<file path="config.mk">
export PLATFORM = sky130hd
export DESIGN_NAME = fir_sat_mac_seq
export DESIGN_NICKNAME = d
export VERILOG_FILES = /design/src/rtl/fir_mac_pkg.sv /design/src/rtl/fir_sat_add.sv /design/src/rtl/fir_sat_mac_seq.sv
export SDC_FILE = /design/constraint.sdc
export NUM_CORES = 2
export LEC_CHECK = 0
export CAP_MARGIN = 40
export CORE_UTILIZATION = 50
export DETAILED_ROUTE_END_ITERATION = 6
export PLACE_DENSITY = 0.69
export SLEW_MARGIN = 20
export SYNTH_ARGS = -nofsm -noshare
export SYNTH_HDL_FRONTEND = slang
export SYNTH_SLANG_ARGS = --single-unit
</file>
<file path="constraint.sdc">
create_clock -name clk -period 10.3 [get_ports clk]
set_input_delay 2.06 -clock clk [delete_from_list [all_inputs] [get_ports clk]]
set_output_delay 2.06 -clock clk [all_outputs]
set_load 0.01 [all_outputs]
</file>
<file path="src/rtl/fir_mac_pkg.sv">
// fir_mac_pkg: shared types and constant helpers for the FIR MAC slice.
// Saturation bounds are sized by width so adders and output stage agree.
package fir_mac_pkg;

  typedef enum logic [1:0] {
    IDLE = 2'd0,
    MAC  = 2'd1,
    HOLD = 2'd2
  } state_t;

  localparam int MAXW = 128;

  function automatic logic signed [MAXW-1:0] sat_max(input int w);
    return (MAXW'(1) << (w - 1)) - MAXW'(1);
  endfunction

  function automatic logic signed [MAXW-1:0] sat_min(input int w);
    return -(MAXW'(1) << (w - 1));
  endfunction

  function automatic int tap_w(input int n);
    return (n > 1) ? $clog2(n) : 1;
  endfunction

endpackage

</file>
<file path="src/rtl/fir_sat_add.sv">
// fir_sat_add: combinational signed adder clamping to the W-bit range.
// ovf_o marks that the clamp was applied.
module fir_sat_add
  import fir_mac_pkg::*;
#(
  parameter int W = 40
) (
  input  logic [W-1:0] a_i,
  input  logic [W-1:0] b_i,
  output logic [W-1:0] sum_o,
  output logic         ovf_o
);

  localparam logic [W-1:0] MAXV = W'(sat_max(W));
  localparam logic [W-1:0] MINV = W'(sat_min(W));

  logic [W:0] wide;

  // one extra bit of headroom; top two bits disagree on overflow
  always_comb begin
    wide  = {a_i[W-1], a_i} + {b_i[W-1], b_i};
    ovf_o = wide[W] ^ wide[W-1];
    sum_o = wide[W-1:0];
    if (ovf_o) sum_o = wide[W] ? MINV : MAXV;
  end

endmodule

</file>
<file path="src/rtl/fir_sat_mac_seq.sv">
// fir_sat_mac_seq: time-multiplexed FIR, one MAC per cycle, saturating.
// Define FIR_ROUND_EN to round half up before the output shift.
module fir_sat_mac_seq
  import fir_mac_pkg::*;
#(
  parameter int  DATA_W = 16,
  parameter int  NTAPS  = 8,
  parameter int  ACC_W  = 40,
  parameter int  OUT_W  = 16,
  parameter int  SHIFT  = 15,
  localparam int AW     = tap_w(NTAPS)
) (
  input  logic              clk,
  input  logic              rst,
  input  logic              in_valid,
  output logic              in_ready,
  input  logic [DATA_W-1:0] in_data,
  input  logic              coef_we,
  input  logic [AW-1:0]     coef_addr,
  input  logic [DATA_W-1:0] coef_data,
  output logic              out_valid,
  input  logic              out_ready,
  output logic [OUT_W-1:0]  out_data,
  output logic              sat_flag
);

  typedef logic [AW-1:0] tap_t;

  localparam tap_t LAST = tap_t'(NTAPS - 1);
  localparam logic signed [ACC_W-1:0] OMAX = ACC_W'(sat_max(OUT_W));
  localparam logic signed [ACC_W-1:0] OMIN = ACC_W'(sat_min(OUT_W));
  localparam int RSH = (SHIFT > 0) ? SHIFT - 1 : 0;
  localparam logic [ACC_W-1:0] RND = (SHIFT > 0) ? (ACC_W'(1) << RSH) : '0;

  state_t state_q, state_d;
  logic [DATA_W-1:0] coef_q [NTAPS];
  logic [DATA_W-1:0] x_q [NTAPS];
  tap_t wptr_q, wptr_d;
  tap_t k_q, k_d;
  logic [ACC_W-1:0] acc_q, acc_d;
  logic clip_q, clip_d;
  logic [OUT_W-1:0] out_q, out_d;
  logic sat_q, sat_d;

  tap_t ridx;
  logic signed [2*DATA_W-1:0] prod;
  logic [ACC_W-1:0] prod_ext;
  logic [ACC_W-1:0] acc_sum;
  logic [ACC_W-1:0] rnd_sum;
  logic acc_ovf, rnd_ovf, out_clip;
  logic signed [ACC_W-1:0] shv;
  logic [OUT_W-1:0] sat_out;

  // circular read of x[n-k] and the exact product for this tap
  always_comb begin
    if (k_q > wptr_q) ridx = tap_t'(32'(wptr_q) + NTAPS - 32'(k_q));
    else ridx = wptr_q - k_q;
    prod = (2*DATA_W)'($signed(coef_q[k_q]))
         * (2*DATA_W)'($signed(x_q[ridx]));
    prod_ext = ACC_W'(prod);
  end

  fir_sat_add #(.W(ACC_W)) u_acc (
    .a_i   (acc_q),
    .b_i   (prod_ext),
    .sum_o (acc_sum),
    .ovf_o (acc_ovf)
  );

`ifdef FIR_ROUND_EN
  fir_sat_add #(.W(ACC_W)) u_rnd (
    .a_i   (acc_sum),
    .b_i   (RND),
    .sum_o (rnd_sum),
    .ovf_o (rnd_ovf)
  );
`else
  assign rnd_sum = acc_sum;
  assign rnd_ovf = 1'b0;
`endif

  // shift the final sum and clamp it into the output width
  always_comb begin
    shv      = $signed(rnd_sum) >>> SHIFT;
    out_clip = 1'b0;
    sat_out  = OUT_W'(shv);
    if (shv > OMAX) begin
      sat_out  = OUT_W'(OMAX);
      out_clip = 1'b1;
    end else if (shv < OMIN) begin
      sat_out  = OUT_W'(OMIN);
      out_clip = 1'b1;
    end
  end

  // sequencing: accept, run NTAPS taps, hold the result
  always_comb begin
    state_d = state_q;
    wptr_d  = wptr_q;
    k_d     = k_q;
    acc_d   = acc_q;
    clip_d  = clip_q;
    out_d   = out_q;
    sat_d   = sat_q;
    unique case (state_q)
      IDLE: begin
        if (in_valid) begin
          acc_d   = '0;
          clip_d  = 1'b0;
          k_d     = '0;
          state_d = MAC;
        end
      end
      MAC: begin
        acc_d  = acc_sum;
        clip_d = clip_q | acc_ovf;
        k_d    = k_q + 1'b1;
        if (k_q == LAST) begin
          wptr_d  = (wptr_q == LAST) ? '0 : wptr_q + 1'b1;
          out_d   = sat_out;
          sat_d   = clip_q | acc_ovf | rnd_ovf | out_clip;
          k_d     = '0;
          state_d = HOLD;
        end
      end
      HOLD: begin
        if (out_ready) state_d = IDLE;
      end
      default: state_d = IDLE;
    endcase
  end

  // control and datapath registers
  always_ff @(posedge clk or posedge rst) begin
    if (rst) begin
      state_q <= IDLE;
      wptr_q  <= '0;
      k_q     <= '0;
      acc_q   <= '0;
      clip_q  <= 1'b0;
      out_q   <= '0;
      sat_q   <= 1'b0;
    end else begin
      state_q <= state_d;
      wptr_q  <= wptr_d;
      k_q     <= k_d;
      acc_q   <= acc_d;
      clip_q  <= clip_d;
      out_q   <= out_d;
      sat_q   <= sat_d;
    end
  end

  // delay line captures a sample only on an accepted transfer
  always_ff @(posedge clk or posedge rst) begin
    if (rst) begin
      for (int i = 0; i < NTAPS; i++) x_q[i] <= '0;
    end else if (state_q == IDLE && in_valid) begin
      x_q[wptr_q] <= in_data;
    end
  end

  // coefficient bank, writable in any state
  always_ff @(posedge clk or posedge rst) begin
    if (rst) begin
      for (int i = 0; i < NTAPS; i++) coef_q[i] <= '0;
    end else if (coef_we && (32'(coef_addr) < NTAPS)) begin
      coef_q[coef_addr] <= coef_data;
    end
  end

  assign in_ready  = (state_q == IDLE);
  assign out_valid = (state_q == HOLD);
  assign out_data  = out_q;
  assign sat_flag  = sat_q;

endmodule
</file>
* Word-level counts from Yosys, hierarchy flattened *
Index checks and enable logic that the tools add are counted.

cells by class
  order comparisons = 9
  $mul = 1
  add/sub/neg operators = 6
  bitwise gates (word level) = 7
  eq/ne operators = 7
  reductions and logical operators = 8
  mux-type cells = 31

operator list
  operator                number
  $bwmux W128             2
  $mux W16                8
  $mux W40                3
  $bmux W16 S3            2
  $demux W16 S3           2
  $pmux W40 S2            1
  $add A40 B32 Y41        1
  $mul A16 B16 Y32        1
  $gt A25 B16 Y1 const B  1
  $lt A25 B16 Y1 const B  1
  $ge A4 B4 Y1 const B    4
  $not A3 Y4              4
  $mux W3                 4
  $add A3 B1 Y3 const B   3
  $lt A4 B1 Y1 const B    2
  $eq A3 B3 Y1 const B    2
  $mux W2                 3
  $pmux W2 S3             1
  $pmux W3 S2             1
  $sub A3 B3 Y3           2
  $ne A2 B2 Y1 const B    2
  $reduce_and A2 Y1       2
  $gt A3 B3 Y1            1
  $logic_and A1 B1 Y1     3
  other kinds (10)        13

word-level totals
  input port bits = 40
  word-level logic and storage cells = 92
  register bits after elaboration = 322
  output and inout port bits = 19

* Depth between registers and ports, before layout *
  depth after elaboration = 15
  mapped depth = 35
  mapped depth without buffers = 32

* Modules after synthesis *
From an unflattened synthesis, not the netlist that was laid out.

second synthesis, totals
  cell total of the unflattened synthesis = 2398
  area total of the unflattened synthesis = 26623.0 µm²

by module, submodules not included
  module           seq. area each (µm²)  area an instance (µm²)  cells each  instances
  fir_sat_mac_seq  8057.7                23946.7                 2020        1
  fir_sat_add      0.0                   2676.3                  378         1

* Least setup slack after synthesis *
Ideal clock, no wire load.

  path type = register to register
  from = register k_q[1]
  to = register sat_q (netlist: sat_flag)
  buffers on the path = 3
  arrival time = 9.516 ns
  slack = 0.663 ns
  library setup time = 0.121 ns
  required time = 10.179 ns
  clock period less this slack = 9.637 ns
  stages on the path, launching flop included = 33
  cell sequence = dfrtp_1 clkbuf_1 clkbuf_1 inv_1 fa_1 xor2_1 xnor2_1 clkbuf_1 mux4_2 mux2_2 nand2_1 inv_1 fa_1 fa_1 inv_1 fa_1 fa_1 inv_1 fa_1 inv_1 fa_1 inv_1 ha_1 a21o_1 a21o_2 a221oi_1 nor2b_1 a41oi_1 o211ai_2 nor4b_1 a41oi_2 or3_1 o22a_1

between the ends
  cells in the longest elaborated chain, start to end = 14
  elaborated cells on any way between the ends = 25
  those cells by class = add/sub: 3; mul: 1; order compare: 3; eq/ne: 1; mux: 11; bitwise: 5; reduce/logical: 1

ends and longest elaborated chain
  item                                          line                                  text
  start, declared                               fir_sat_mac_seq.sv:39                 tap_t k_q, k_d;
  start signal, assigned                        fir_sat_mac_seq.sv:146                k_q <= k_d;
  $sub A3 B3 Y3, or another cell as far along   fir_sat_mac_seq.sv:57                 else ridx = wptr_q - k_q;
  $mux W3                                       fir_sat_mac_seq.sv:56                 if (k_q > wptr_q) ridx = tap_t'(32'(wptr_q) + NTAPS - 32'(k_q));
  $not A3 Y4 (not written as such)              fir_sat_mac_seq.sv:59                 * (2*DATA_W)'($signed(x_q[ridx]));
  $bmux W16 S3                                  fir_sat_mac_seq.sv:59
  $mux W16 (not written as such) (2 in series)  fir_sat_mac_seq.sv:59
  $mul A16 B16 Y32                              fir_sat_mac_seq.sv:59
  $add A40 B32 Y41                              fir_sat_add.sv:21                     wide = {a_i[W-1], a_i} + {b_i[W-1], b_i};
  $mux W40 or $xor A1 B1 Y1 (tied branches)     fir_sat_add.sv:24, fir_sat_add.sv:22
  $mux W40                                      fir_sat_add.sv:24                     if (ovf_o) sum_o = wide[W] ? MINV : MAXV;
  $lt A25 B16 Y1                                fir_sat_mac_seq.sv:90                 end else if (shv < OMIN) begin
  $mux W1                                       fir_sat_mac_seq.sv:90
  $mux W1                                       fir_sat_mac_seq.sv:87                 if (shv > OMAX) begin
  $or A1 B1 Y1                                  fir_sat_mac_seq.sv:121                sat_d = clip_q | acc_ovf | rnd_ovf | out_clip;
  end signal, assigned                          fir_sat_mac_seq.sv:150                sat_q <= sat_d;
  end, declared                                 fir_sat_mac_seq.sv:43                 logic sat_q, sat_d;

Parallel ways exist; a longest one is shown, timed or not. The select of a mux whose other input is x is not followed.
A chain may end at the register's enable or synchronous reset.

* Worst setup path after layout *
  from = register wptr_q[0]
  to = register sat_q (netlist: sat_flag)

between the ends
  cells in the longest elaborated chain, start to end = 15
  elaborated cells on any way between the ends = 20
  those cells by class = add/sub: 4; mul: 1; order compare: 3; mux: 8; bitwise: 4

ends and longest elaborated chain
  item                                              line                                  text
  start, declared                                   fir_sat_mac_seq.sv:38                 tap_t wptr_q, wptr_d;
  start signal, assigned                            fir_sat_mac_seq.sv:145                wptr_q <= wptr_d;
  $add A3 B1 Y3                                     fir_sat_mac_seq.sv:56
  $sub A3 B3 Y3                                     fir_sat_mac_seq.sv:56
  $mux W3 (*)                                       fir_sat_mac_seq.sv:56
  $not A3 Y4 (not written as such) (*)              fir_sat_mac_seq.sv:59
  $bmux W16 S3 (*)                                  fir_sat_mac_seq.sv:59
  $mux W16 (not written as such) (*) (2 in series)  fir_sat_mac_seq.sv:59
  $mul A16 B16 Y32 (*)                              fir_sat_mac_seq.sv:59
  $add A40 B32 Y41 (*)                              fir_sat_add.sv:21
  $mux W40 or $xor A1 B1 Y1 (tied branches)         fir_sat_add.sv:24, fir_sat_add.sv:22
  $mux W40                                          fir_sat_add.sv:24
  $lt A25 B16 Y1                                    fir_sat_mac_seq.sv:90
  $mux W1                                           fir_sat_mac_seq.sv:90
  $mux W1                                           fir_sat_mac_seq.sv:87
  $or A1 B1 Y1 (*)                                  fir_sat_mac_seq.sv:121

Mark *: on every way between the ends. The rest lies on a longest branch, timed or not. The select of a mux whose other input is x is not followed.

==> results_dict.tcl <==
set metrics [dict create \
    status "complete, no violations" \
    holdCritStartpoint "acc_q[36]" \
    die_w_microns 235.4 \
    synth.top_cell.area_share_pct 29.58 \
    reg2reg_from "wptr_q[0]" \
    ant_nets 0 \
    post-synth-top-count-cell "inv_1" \
    startpoint_type "flop" \
    post-place-ws_ps -20.73 \
    ys_seq_area_share_pct 29.58 \
    rsz0062_at_grt "false" \
    syn-num-nets 2946 \
    clock_latency_ps 560 \
    grt_pass1_wl_microns 114500 \
    gp_congestion 0.9243 \
    syn_inst 2448 \
    cts-root-buf "clkbuf_16" \
    drive_above_1_share_pct 21.06 \
    wl_microns 70700 \
    post-route-util_pct 56.54 \
    cts_tree "done" \
    async_reset_ff_share_pct 100.0 \
    netlist_area_sq_um 27240 \
    die_h_microns 235.4 \
    via_per_inst 5.673 \
    worst_path_dominant_cell_family "adder cells" \
    place_area_sq_um 28970 \
    drv_slew 0 \
    synth_edf_count 0 \
    fin_skew_ps 12.58 \
    dieArea_sq_um 55430 \
    crit_path_max_incr_delay_ps 680 \
    r2r_slack_ps 380 \
    area_growth_pct 11.68 \
    r2r_cells 33 \
    num-fill-cells 4506 \
    worst_pin_slew_ps 1053 \
    htree_num_levels 2 \
    grt_pass1_vias 20401 \
    wl_per_cell_microns 21.74 \
    worstHoldPathCells 2 \
    routed-via-count 18450 \
    synth_area_leaders "dfrtp_1, fa_1, mux2_2" \
    syn_area_per_cell_sq_um 11.13 \
    initial_core_util_pct 50.63 \
    hp-class "reg -> reg" \
    synth-xor-area-share_pct 1.378 \
    initialDrtViolationCount 1374 \
    fmax_mhz 100.8 \
    crit_start "wptr_q[0]" \
    overflow 0 \
    clock-sinks 322 \
    slowest_stage "fa_1" \
    yosysTopAreaCell "dfrtp_1" \
    max_slew_margin_pct 29.80 \
    final_nets 3025 \
    synth.area.mux_share_pct 17.94 \
    period_share_pct 96.33 \
    groute.usage.overall_pct 26.68 \
    fin_area_sq_um 30430 \
    cts_hold_buffers 0 \
    synth_simple_gate_area_share_pct 7.890 \
    ys.flop_type "dfrtp_1" \
    finalHoldViolCount 0 \
    worstSetupEndpointType "flop" \
    critPathArrivalTime_ps 10370 \
    dp_hpwl_microns 54140 \
    worst_slack_ps 378.2 \
    critical_path.max_fanout 16 \
    io_buffers 58 \
    antenna_found_initial 2 \
    clk_pin_slew_ps 60 \
    cts_buffers 38 \
    synth_common_cells "inv_1, fa_1, dfrtp_1" \
    io_pins 59 \
    num_rows 85 \
    cts_max_path_buffers 3 \
    path_class "reg -> reg" \
    setup_viol 0 \
    synth_fa_ha_area_share_pct 30.26 \
    design.core.area_sq_um 53810 \
    post-route-drc-count 0 \
    synth_seq_cells 322 \
    drtPass1Iterations 6 \
    synth_top_family_by_area "adder cells" \
    yosysUniqueCellTypes 76 \
    grt_max_degree 175 \
    synth_compound_area_share_pct 5.392 \
    cp_num_buf_inv 9 \
    period_needed_ps 9922 \
    required_ps 10750 \
    cap_violations 0 \
    yosys_warnings 0 \
    crit_cells 33 \
]
[what timing repair did]
item / in CTS / in global routing
pin swaps: 0 / 1
setup buffers: 0 / 3
gates resized for setup: 1 / 9
endpoints found under the setup margin: 8 / 33
[state kept, by name, summed over array words and instances, names as in the netlist]
name and count:
state_q 2, out_data 16, acc_q 40, coef_q 128
clip_q 1, x_q 128, wptr_q 3, sat_flag 1
k_q 3
[tightest hold or removal path, delay by kind of cell (launching register included)]
family	cells	cell delay, ps
simple gates	2	100
flops	1	350
[worst paths after layout]
kind,end
min in group asynchronous,coef_q[43]
hold / removal,acc_q[36]
hold reg to reg,acc_q[36]
setup / recovery,sat_flag
max in group asynchronous,k_q[0]
setup reg to reg,sat_flag
[kinds of logic (layout without fill, tap and decap cells)]
family / after synthesis / count (layout)
buffers and inverters: 527 / 633
other: 0 / 2
adder cells (fa/ha/maj): 458 / 458
multiplexers: 373 / 373
XOR/XNOR: 42 / 42
AND/OR/NAND/NOR: 510 / 510
AO/OA/AOI/OAI: 216 / 216
flip-flops: 322 / 322
[per-stage QoR]
stage | setup TNS [ps] | cells | hold slack (ps)
2_1_floorplan | 0 | 2448 | 445.3
3_3_place_gp | 0 | 3170 | 463.8
3_5_place_dp | -20.73 | 3179 | 472.1
4_1_cts | 0 | 3246 | 484.4
5_1_grt | 0 | 3251 | 505.6
6_report | 0 | 3252 | 484.8
[cell type report]
| class | count | area [sq um] | share of cell area [%] |
|---|---|---|---|
| inverter | 433 | 1629 | 5.354 |
| multi-input combinational | 1599 | 17240 | 56.66 |
| tap | 696 | 870.8 | 2.862 |
| sequential | 322 | 8059 | 26.49 |
| clock buffer | 52 | 1116 | 3.668 |
| antenna | 2 | 5.005 | 0.01645 |
| clock inverter | 15 | 215.2 | 0.7073 |
| timing repair buffer | 133 | 1294 | 4.252 |
[layer usage]
metal | global-route usage (%) | part of all wire, %
met5 | 0 | 0
met2 | 44.32 | 49
met1 | 35.60 | 42
met4 | 8.536 | 2.8
met3 | 4.784 | 6.5
[layout by cell type (no fill, tap or decap), drive strengths merged, types with 25 or more instances in the layout]
cell             n
xnor2           25
clkdlybuf4s50   58
clkbuf          52
buf             75
nor2           208
mux2i           26
a21oi           60
dfrtp          322
mux2           283
o21ai           68
inv            434
mux4            64
fa             335
nand2          219
ha             123
Power is not shown: default switching activity piles up to over one toggle a cycle in this logic, so the estimate is an artifact.
